File: config.mk
export PLATFORM = sky130hd
export DESIGN_NAME = sniffer_rr
export DESIGN_NICKNAME = d
export VERILOG_FILES = /design/src/rtl/sniffer_rr.sv
export SDC_FILE = /design/constraint.sdc
export NUM_CORES = 1
export LEC_CHECK = 0
export BUFFER_PORTS_ARGS = -buffer_cell sky130_fd_sc_hd__buf_4
export CAP_MARGIN = 20
export CORE_UTILIZATION = 55
export DETAILED_ROUTE_END_ITERATION = 12
export GPL_TIMING_DRIVEN = 0
export PLACE_DENSITY_LB_ADDON = 0.1
export SYNTH_ARGS = -nofsm -noshare
export SYNTH_HDL_FRONTEND = slang
export SYNTH_SLANG_ARGS = --single-unit
File: constraint.sdc
create_clock -name clk -period 10 [get_ports clk]
set_input_delay 2 -clock clk [delete_from_list [all_inputs] [get_ports clk]]
set_output_delay 2 -clock clk [all_outputs]
set_load 0.005 [all_outputs]
File: src/rtl/sniffer_rr.sv
// Multi-port transaction sniffer: command-filtered capture into per-port FIFOs, round-robin merge onto one valid/ready stream.
// Optional per-port saturating drop counters are compiled in with `define SNIFFER_DROP_CNT_EN.
module sniffer_rr #(
  parameter int NPORTS = 4,
  parameter int DATA_W = 32,
  parameter int CMD_W = 4,
  parameter int TAG_W = 2,
  parameter int FIFO_DEPTH = 4,
  parameter logic [(1<<CMD_W)-1:0] CMD_FILTER = 16'hFFFE,
  localparam int PKT_W = TAG_W + CMD_W + DATA_W,
  localparam int PW = $clog2(NPORTS)
) (
  input  logic                     clk,
  input  logic                     rst_n,
  input  logic [NPORTS*DATA_W-1:0] data_in,
  input  logic [NPORTS*CMD_W-1:0]  cmd_in,
  input  logic [NPORTS*TAG_W-1:0]  tag_in,
  output logic [PKT_W-1:0]         pkt_out,
  output logic [PW-1:0]            pkt_port,
  output logic                     pkt_valid,
  input  logic                     pkt_ready,
  output logic [NPORTS-1:0]        fifo_full
`ifdef SNIFFER_DROP_CNT_EN
  ,
  output logic [NPORTS*16-1:0]     drop_cnt
`endif
);

  localparam int AW = $clog2(FIFO_DEPTH);
  localparam logic [AW:0] DEPTH_C = (AW+1)'(FIFO_DEPTH);

  logic [PKT_W-1:0] fifo_mem [NPORTS][FIFO_DEPTH];
  logic [AW-1:0]    wr_ptr [NPORTS];
  logic [AW-1:0]    rd_ptr [NPORTS];
  logic [AW:0]      cnt [NPORTS];
  logic [AW:0]      cnt_nx [NPORTS];
  logic [PKT_W-1:0] pkt_p0 [NPORTS];
  logic [NPORTS-1:0] cap_p0, push_p0, pop_p0, nonempty;

  logic [PW-1:0]    rr, rr_nx, gnt, idx;
  logic             load;
  logic [PKT_W-1:0] pkt_p1;
  logic [PW-1:0]    port_p1;
  logic             vld_p1;

  // Stage p0: capture filter and packet assembly per port
  for (genvar g = 0; g < NPORTS; g++) begin : g_port
    logic [CMD_W-1:0] cmd;
    assign cmd          = cmd_in[g*CMD_W +: CMD_W];
    assign cap_p0[g]    = (cmd != '0) && CMD_FILTER[cmd];
    assign pkt_p0[g]    = {tag_in[g*TAG_W +: TAG_W], cmd, data_in[g*DATA_W +: DATA_W]};
    assign nonempty[g]  = (cnt[g] != '0);
    assign cnt_nx[g]    = cnt[g] + (AW+1)'(push_p0[g]) - (AW+1)'(pop_p0[g]);
  end

  // The full flag seen here is the pre-edge value, so a same-edge pop never rescues a capture
  assign push_p0 = cap_p0 & ~fifo_full;

  always_comb begin
    gnt = rr;
    idx = '0;
    for (int k = NPORTS-1; k >= 0; k--) begin
      idx = PW'((int'(rr) + k) % NPORTS);
      if (nonempty[idx]) gnt = idx;
    end
    load  = (|nonempty) && (!vld_p1 || pkt_ready);
    rr_nx = (gnt == PW'(NPORTS-1)) ? '0 : gnt + PW'(1);
    for (int p = 0; p < NPORTS; p++) pop_p0[p] = load && (gnt == PW'(p));
  end

  always_ff @(posedge clk) begin
    for (int p = 0; p < NPORTS; p++)
      if (push_p0[p]) fifo_mem[p][wr_ptr[p]] <= pkt_p0[p];
  end

  // Stage p1: FIFO pointers, arbitration pointer and output register
  always_ff @(posedge clk or negedge rst_n) begin
    if (!rst_n) begin
      for (int p = 0; p < NPORTS; p++) begin
        wr_ptr[p] <= '0;
        rd_ptr[p] <= '0;
        cnt[p]    <= '0;
      end
      fifo_full <= '0;
      rr        <= '0;
      vld_p1    <= 1'b0;
      pkt_p1    <= '0;
      port_p1   <= '0;
    end else begin
      for (int p = 0; p < NPORTS; p++) begin
        if (push_p0[p]) wr_ptr[p] <= wr_ptr[p] + AW'(1);
        if (pop_p0[p])  rd_ptr[p] <= rd_ptr[p] + AW'(1);
        cnt[p]       <= cnt_nx[p];
        fifo_full[p] <= (cnt_nx[p] == DEPTH_C);
      end
      if (load) begin
        pkt_p1  <= fifo_mem[gnt][rd_ptr[gnt]];
        port_p1 <= gnt;
        vld_p1  <= 1'b1;
        rr      <= rr_nx;
      end else if (pkt_ready) begin
        vld_p1  <= 1'b0;
      end
    end
  end

  assign pkt_out   = pkt_p1;
  assign pkt_port  = port_p1;
  assign pkt_valid = vld_p1;

`ifdef SNIFFER_DROP_CNT_EN
  function automatic logic [15:0] sat_inc16(input logic [15:0] v);
    return (v == 16'hFFFF) ? v : v + 16'd1;
  endfunction

  logic [NPORTS-1:0] drop_p0;
  logic [15:0]       dcnt [NPORTS];

  assign drop_p0 = cap_p0 & fifo_full;

  always_ff @(posedge clk or negedge rst_n) begin
    if (!rst_n) begin
      for (int p = 0; p < NPORTS; p++) dcnt[p] <= '0;
    end else begin
      for (int p = 0; p < NPORTS; p++)
        if (drop_p0[p]) dcnt[p] <= sat_inc16(dcnt[p]);
    end
  end

  for (genvar g = 0; g < NPORTS; g++) begin : g_dcnt
    assign drop_cnt[g*16 +: 16] = dcnt[g];
  end
`endif

endmodule
==> results.yml, run 1 <==
setup_path:
  slowest_stage: "a211oi_1"
  worstPathArrival_ps: 5500
  crit_fanout: 10
  critPathCaptureType: "register"
  reg2reg_from: "cnt[0]"
  crit_family: "simple AND/OR/NAND/NOR gates"
  worst-path-buf-inv: 6
  start_kind: "register"
  ff2ff_setup_slack_ps: 4960
  worstPathRequired_ps: 10460
  crit_chain: "or3_1 -> a211oi_1 -> or4_1 -> buf_4 -> buf_6 -> buf_2 -> buf_4 -> inv_2 -> ha_1 -> and2_1 -> ha_1 -> inv_1 -> ha_1 -> fa_1 -> xnor2_1 -> nor3b_1"
  path_class: "reg2reg"
  timing.critical_path.slowest_cell_delay_ps: 640
  cp_common_cell: "ha_1"
  worstReg2RegEnd: "fifo_full[3]"
  reg2reg_depth: 16
layout:
  fill_cells: 3634
  multi_input_area_mm2: 0.00706
  fin_util_pct: 65.8
  seqCellArea_mm2: 0.0201
  design_area_mm2: 0.0337
  fin_nets: 2221
  diodes: 0
  drive_above_1_share_pct: 23.6
  syn_to_final_growth_pct: 18.0
die:
  core-area_mm2: 0.0513
  die_area_mm2: 0.0529
  fp-row-count: 83
  die_y_um: 230
  start_util_pct: 55.7
  num_io_pins: 200
  die_x_um: 230
placed_design:
  port_buffers: 199
  place_area_mm2: 0.0313
  dp_slack_ps: 4990
  hpwl_um: 59400
  gp_congestion: 0.943
clocking:
  cts_buffers: 70
  holdBufCountCts: 0
  cts_tree: "built"
  post_cts_resized: 0
  post-cts-setup-buffer-count: 0
  clock-root-buffer: "clkbuf_16"
  clock_path_buffers: 3
  cts.sinks: 683
  clk_pin_slew_worst_paths_ps: 60
  insertion_delay_ps: 600
  htreeDepth: 3
timing:
  finalCriticalPeriod_ps: 5040
  fmax_mhz: 198
  rsz0062_at_grt: "false"
  min_period_over_period_pct: 50.4
  max_slew_margin_pct: 25.3
  fin_skew_ps: 16.4
  tns_ps: 0
  hold_viol: 0
  setup_violations: 0
  layout_setup_ws_ps: 4960
  drv_slew: 0
  worst_pin_slew_ps: 1110
  holdWs_ps: 473
outcome:
  status: "completed"
route:
  vias_per_cell: 6.85
  drc: 0
  vias: 19000
  firstDrtPassIters: 6
  postRouteAntennaNets: 0
  wl_per_cell_um: 31.5
  drt_iter0_markers: 2377
  routed_wl_um: 87200
power_and_ir_drop:
  peakVddDrop_mv: 0.230
  switching_share_pct: 39.0
  powerDensity_mw_per_mm2: 405
  comb_power_share_pct: 46.7
  switching_power_mw: 5.33
  leakagePower_nw: 11.9
  p_seq_share_pct: 33.0
  p_clk_share_pct: 20.2
  intPower_mw: 8.33
global_route:
  grt_max_degree: 45
  overflow: 0
  grt_pass1_wl_um: 127000
  grt_pass1_vias: 19500
  grt.total_usage_pct: 33.3
  antenna_found_initial: 2
worst_hold_path:
  hold_class: "reg2reg"
  hold_end: "rd_ptr[5]"
  worst_hold_startpoint: "rd_ptr[5]"
  holdPathStages: 1
yosys:
  yosysUniqueCellTypes: 45
  async_flop_share_pct: 11.0
  syn_inst: 1748
  synth-main-ff-cell: "edfxtp_1"
  ys_ff_latch: 683
  ys_seq_area_share_pct: 70.4
  synth.area.top_cells: "edfxtp_1, dfrtp_1, mux4_2"
  synth_top_area_share_pct: 63.9
  synth-edff-count: 608
  syn_nets: 1932
  postSynthAreaPerCell_um2: 16.4
  syn_area_mm2: 0.0286
  yosysMostFrequentCell: "edfxtp_1"
  ys_warn_count: 0
  yosys.area.top_type: "edfxtp_1"
  ys_top_cells_by_count: "edfxtp_1, inv_1, o41ai_1, clkbuf_1"
flow_run:
  maxCapViolCount: 0
==> worst max path at each step <==
stage	startpoint	end	slack (ps)	cells past startpoint
4_1_cts	cnt[6]	fifo_full[3]	4940	14
6_report	cnt[0]	fifo_full[3]	4960	16
3_3_place_gp	pkt_ready	fifo_full[1]	4570	12
5_1_grt	cnt[6]	fifo_full[3]	4560	14
2_1_floorplan	pkt_ready	fifo_full[1]	5970	11
3_5_place_dp	cnt[6]	fifo_full[3]	4990	14
==> area by class of cell <==
class | instances | share of cell area [%]
buffer | 169 | 2.18
clock buffer | 93 | 5.76
clock inverter | 32 | 1.38
inverter | 183 | 2.04
multi-input combinational | 713 | 20.9
sequential | 683 | 59.7
tap | 680 | 2.52
timing repair buffer | 217 | 5.53
==> stage by stage <==
stage,instances,total power [mW]
final,2770,13.7
after global routing,2770,14.2
after CTS,2770,13.6
after detailed placement,2645,10.8
after global placement,2627,10.5
after floorplan,1748,8.50
==> cells in the final DEF, fill, tap and decap left out, types with 5 or more instances in the layout <==
master	n
a21oi_1	40
a221o_1	38
and2_2	16
buf_12	15
buf_2	27
buf_4	201
buf_6	8
bufinv_16	12
clkbuf_1	146
clkbuf_16	73
clkinv_2	13
dfrtp_1	75
edfxtp_1	608
ha_1	25
inv_1	181
mux2_2	38
mux4_2	76
nand2_1	16
nand4_1	38
nor2_1	5
nor3_1	8
o2111ai_1	78
o211ai_1	38
o21ai_0	8
o221ai_1	78
o41ai_1	156
xnor2_1	17
==> worst reg2reg max path, cell delays in order, from the launching register on <==
cell      delay, ps
dfrtp_1         410
or3_1           420
a211oi_1        640
or4_1           310
buf_4           290
buf_6           230
buf_2           330
buf_4           280
inv_2            80
ha_1            190
and2_1          240
ha_1            340
inv_1            40
ha_1            180
fa_1            380
xnor2_1         200
nor3b_1         340
==> metal layers <==
| metal | vias up | track usage [%] | wire, µm |
|---|---|---|---|
| met5 | - | 0 | 10 |
| met1 | 9459 | 44.7 | 32800 |
| met2 | 1421 | 51.9 | 40300 |
| li1 | 7800 | - | - |
| met3 | 303 | 7.87 | 9890 |
| met4 | 2 | 15.5 | 4260 |
==> power by group through the flow <==
| stage | registers [mW] | clock network [mW] | logic [mW] |
|---|---|---|---|
| final | 4.51 | 2.76 | 6.38 |
| after detailed placement | 4.56 | 0 | 6.24 |
| after global placement | 4.60 | 0 | 5.94 |
| after floorplan | 4.49 | 0 | 4.01 |
| after CTS | 4.51 | 2.77 | 6.27 |
| after global routing | 4.59 | 2.86 | 6.70 |
==> state kept, by name, indices dropped and copies added (netlist names) <==
signal and flops:
rr 2, wr_ptr 8, fifo_mem 608, pkt_out 38
fifo_full 4, rd_ptr 8, cnt 12, pkt_port 2
pkt_valid 1
==> cell families (layout without fill, tap and decap cells) <==
group / count (synthesis) / after routing / share of synthesized area, %
and+or+nand+nor: 104 / 104 / 2.13
DFF: 683 / 683 / 70.4
buffers and inverters: 352 / 694 / 4.98
AOI/OAI and AO/OA: 446 / 446 / 13.0
adders and majority gates: 29 / 29 / 1.37
muxes: 114 / 114 / 7.48
xor gates and xnor gates: 20 / 20 / 0.613
No activity file was read; power rests on OpenSTA's default activity.
==> inputs of run 2 (changes only) <==
ABC_AREA = 1   (was unset)
clock period = 4.17 ns   (was 10 ns; I/O delays follow)
==> run 2 against run 1 <==
Routed wire length up 11%; design area increased by 0.90%; critical endpoint is now fifo_full[1]; synthesized cell count increased by 45%; register-to-register slack worse by 4700 ps; worst hold slack worse by 320 ps; sequential share of layout area is 0.53 points lower.
==> results.yml, run 2 <==
yosys:
  synth-edff-count: 608
  ys_ff_latch: 683
  yosysUniqueCellTypes: 32
  yosys.area.top_type: "edfxtp_1"
  synth_top_area_share_pct: 63.3
  ys_seq_area_share_pct: 69.8
  yosysMostFrequentCell: "nand2_1"
  async_flop_share_pct: 11.0
  syn_inst: 2528
  ys_warn_count: 0
  ys_top_cells_by_count: "nand2_1, nand3_1, edfxtp_1, buf_2, dfrtp_1"
  synth.area.top_cells: "edfxtp_1, nand3_1, nand2_1"
  synth-main-ff-cell: "edfxtp_1"
  postSynthAreaPerCell_um2: 11.4
  syn_area_mm2: 0.0289
  syn_nets: 2712
setup_path:
  cp_common_cell: "nand2_1"
  critPathCaptureType: "register"
  start_kind: "register"
  crit_chain: "buf_6 -> inv_2 -> nand3_1 -> nand3_2 -> nand2_1 -> nand3_1 -> nand3_1 -> nand2_1 -> nand2_1 -> inv_2 -> buf_6 -> nor2_1 -> nand2_1 -> inv_1 -> ha_1 -> inv_1 -> ha_1 -> fa_1 -> xnor2_1 -> xor2_1 -> nor3b_1"
  crit_fanout: 19
  worstPathArrival_ps: 4390
  critPathLaunch: "rr[0]"
  slowest_stage: "dfrtp_1"
  ff2ff_setup_slack_ps: 310
  timing.critical_path.slowest_cell_delay_ps: 370
  path_class: "reg2reg"
  reg2reg_depth: 21
  worstReg2RegEnd: "fifo_full[1]"
  cp-endpoint: "fifo_full[1]"
  worstPathRequired_ps: 4700
  reg2reg_from: "rr[0]"
global_route:
  grt.total_usage_pct: 36.5
  overflow: 0
  grt_pass1_wl_um: 139000
  antenna_found_initial: 1
  grt_max_degree: 54
  grt_pass1_vias: 21500
timing:
  max_slew_margin_pct: 34.0
  fin_skew_ps: 16.7
  hold_viol: 0
  finalCriticalPeriod_ps: 3860
  setup_violations: 0
  min_period_over_period_pct: 92.6
  worst_pin_slew_ps: 990
  fmax_mhz: 259
  drv_slew: 0
  rsz0062_at_grt: "false"
route:
  postRouteAntennaNets: 0
  routed_wl_um: 96600
  firstDrtPassIters: 6
  vias: 21900
  vias_per_cell: 6.16
  wl_per_cell_um: 27.1
  drt_iter0_markers: 3105
  drc: 0
clocking:
  holdBufCountCts: 0
  cts_tree: "built"
  cts.sinks: 683
  cts_buffers: 72
  insertion_delay_ps: 620
  htreeDepth: 3
  clock-root-buffer: "clkbuf_16"
  clk_pin_slew_worst_paths_ps: 60
  clock_path_buffers: 3
die:
  core-area_mm2: 0.0516
  num_io_pins: 200
  die_x_um: 231
  die_area_mm2: 0.0534
  start_util_pct: 55.9
  fp-row-count: 83
  die_y_um: 231
layout:
  multi_input_area_mm2: 0.00760
  seqCellArea_mm2: 0.0201
  largest_register_ffs: 608
  drive_above_1_share_pct: 16.9
  layout_common_cells: "nand2_1, nand3_1, edfxtp_1"
  design_area_mm2: 0.0340
  syn_to_final_growth_pct: 17.9
  fin_nets: 3006
  layout_commonest_cell: "nand2_1"
  fill_cells: 3867
placed_design:
  place_area_mm2: 0.0318
  hpwl_um: 64700
  port_buffers: 199
  gp_congestion: 0.906
outcome:
  status: "completed"
flow_run:
  maxCapViolCount: 0
worst_hold_path:
  hold_class: "in2async"
## run 2: area by class of cell
cell class,instances,area share [%]
well taps,680,2.50
repair buffers,221,5.66
multi-input cells,1613,22.3
clock buffers,111,6.18
plain buffers,168,3.00
clock inverters,21,0.460
flip-flops and latches,683,59.2
inverters,63,0.695
diodes,1,0.00735
## run 2: worst max-delay path: cells and delay by family (launching register included)
kind,cells,cell delay [ps]
flip-flops,1,370
AND/OR/NAND/NOR,10,1150
buffers and inverters,6,960
adder cells (fa/ha/maj),3,850
XOR/XNOR,2,390
## run 2: how the worst min path moves through the flow
| stage | from | to | slack (ps) | depth (start not counted) |
|---|---|---|---|---|
| final | rst_n | pkt_out[31] | 150 | 1 |
| after global routing | rst_n | wr_ptr[2] | 180 | 1 |
| after CTS | rst_n | wr_ptr[2] | 160 | 1 |
| after detailed placement | rd_ptr[5] | rd_ptr[5] | 460 | 1 |
| after global placement | rd_ptr[5] | rd_ptr[5] | 460 | 1 |
| after floorplan | rd_ptr[3] | rd_ptr[3] | 440 | 1 |
## run 2: what timing repair did
item | 4_1_cts | 5_1_grt
resized for setup | 0 | 1
buffers inserted | 0 | 0
endpoints found under the setup margin | 0 | 5
## run 2: metrics by stage
step / setup WS [ps] / hold WS (ps) / setup TNS [ps] / cells / util, %
finish: 310 / 152 / 0 / 3561 / 65.9
global route: 20.6 / 180 / 0 / 3560 / 65.9
CTS: 3.66 / 156 / 0 / 3561 / 65.9
detailed placement: 71.6 / 457 / 0 / 3429 / 61.6
global placement: -1270 / 459 / -598680 / 3407 / 60.5
floorplan: 1040 / 442 / 0 / 2528 / -
## run 2: per-layer routing
metal / vias up / wire [µm] / GRT usage, %
met2: 1715 / 44700 / 57.2
li1: 9414 / - / -
met5: - / 0 / 0
met1: 10500 / 34900 / 47.9
met4: 0 / 4320 / 17.7
met3: 294 / 12600 / 9.15
## run 2: cell families (layout without fill, tap and decap cells)
logic type,Yosys count,after routing,share of synthesized area (%)
DFF,683,683,69.8
xor gates and xnor gates,20,20,0.633
other,0,1,0
and+or+nand+nor,1553,1553,23.5
buffers and inverters,232,584,4.36
AOI/OAI and AO/OA,11,11,0.360
adders and majority gates,29,29,1.36
Power of run 2 is left out: the tool's default activity adds up to more than one toggle a clock period on the data nets, which glitch-free logic cannot reach.
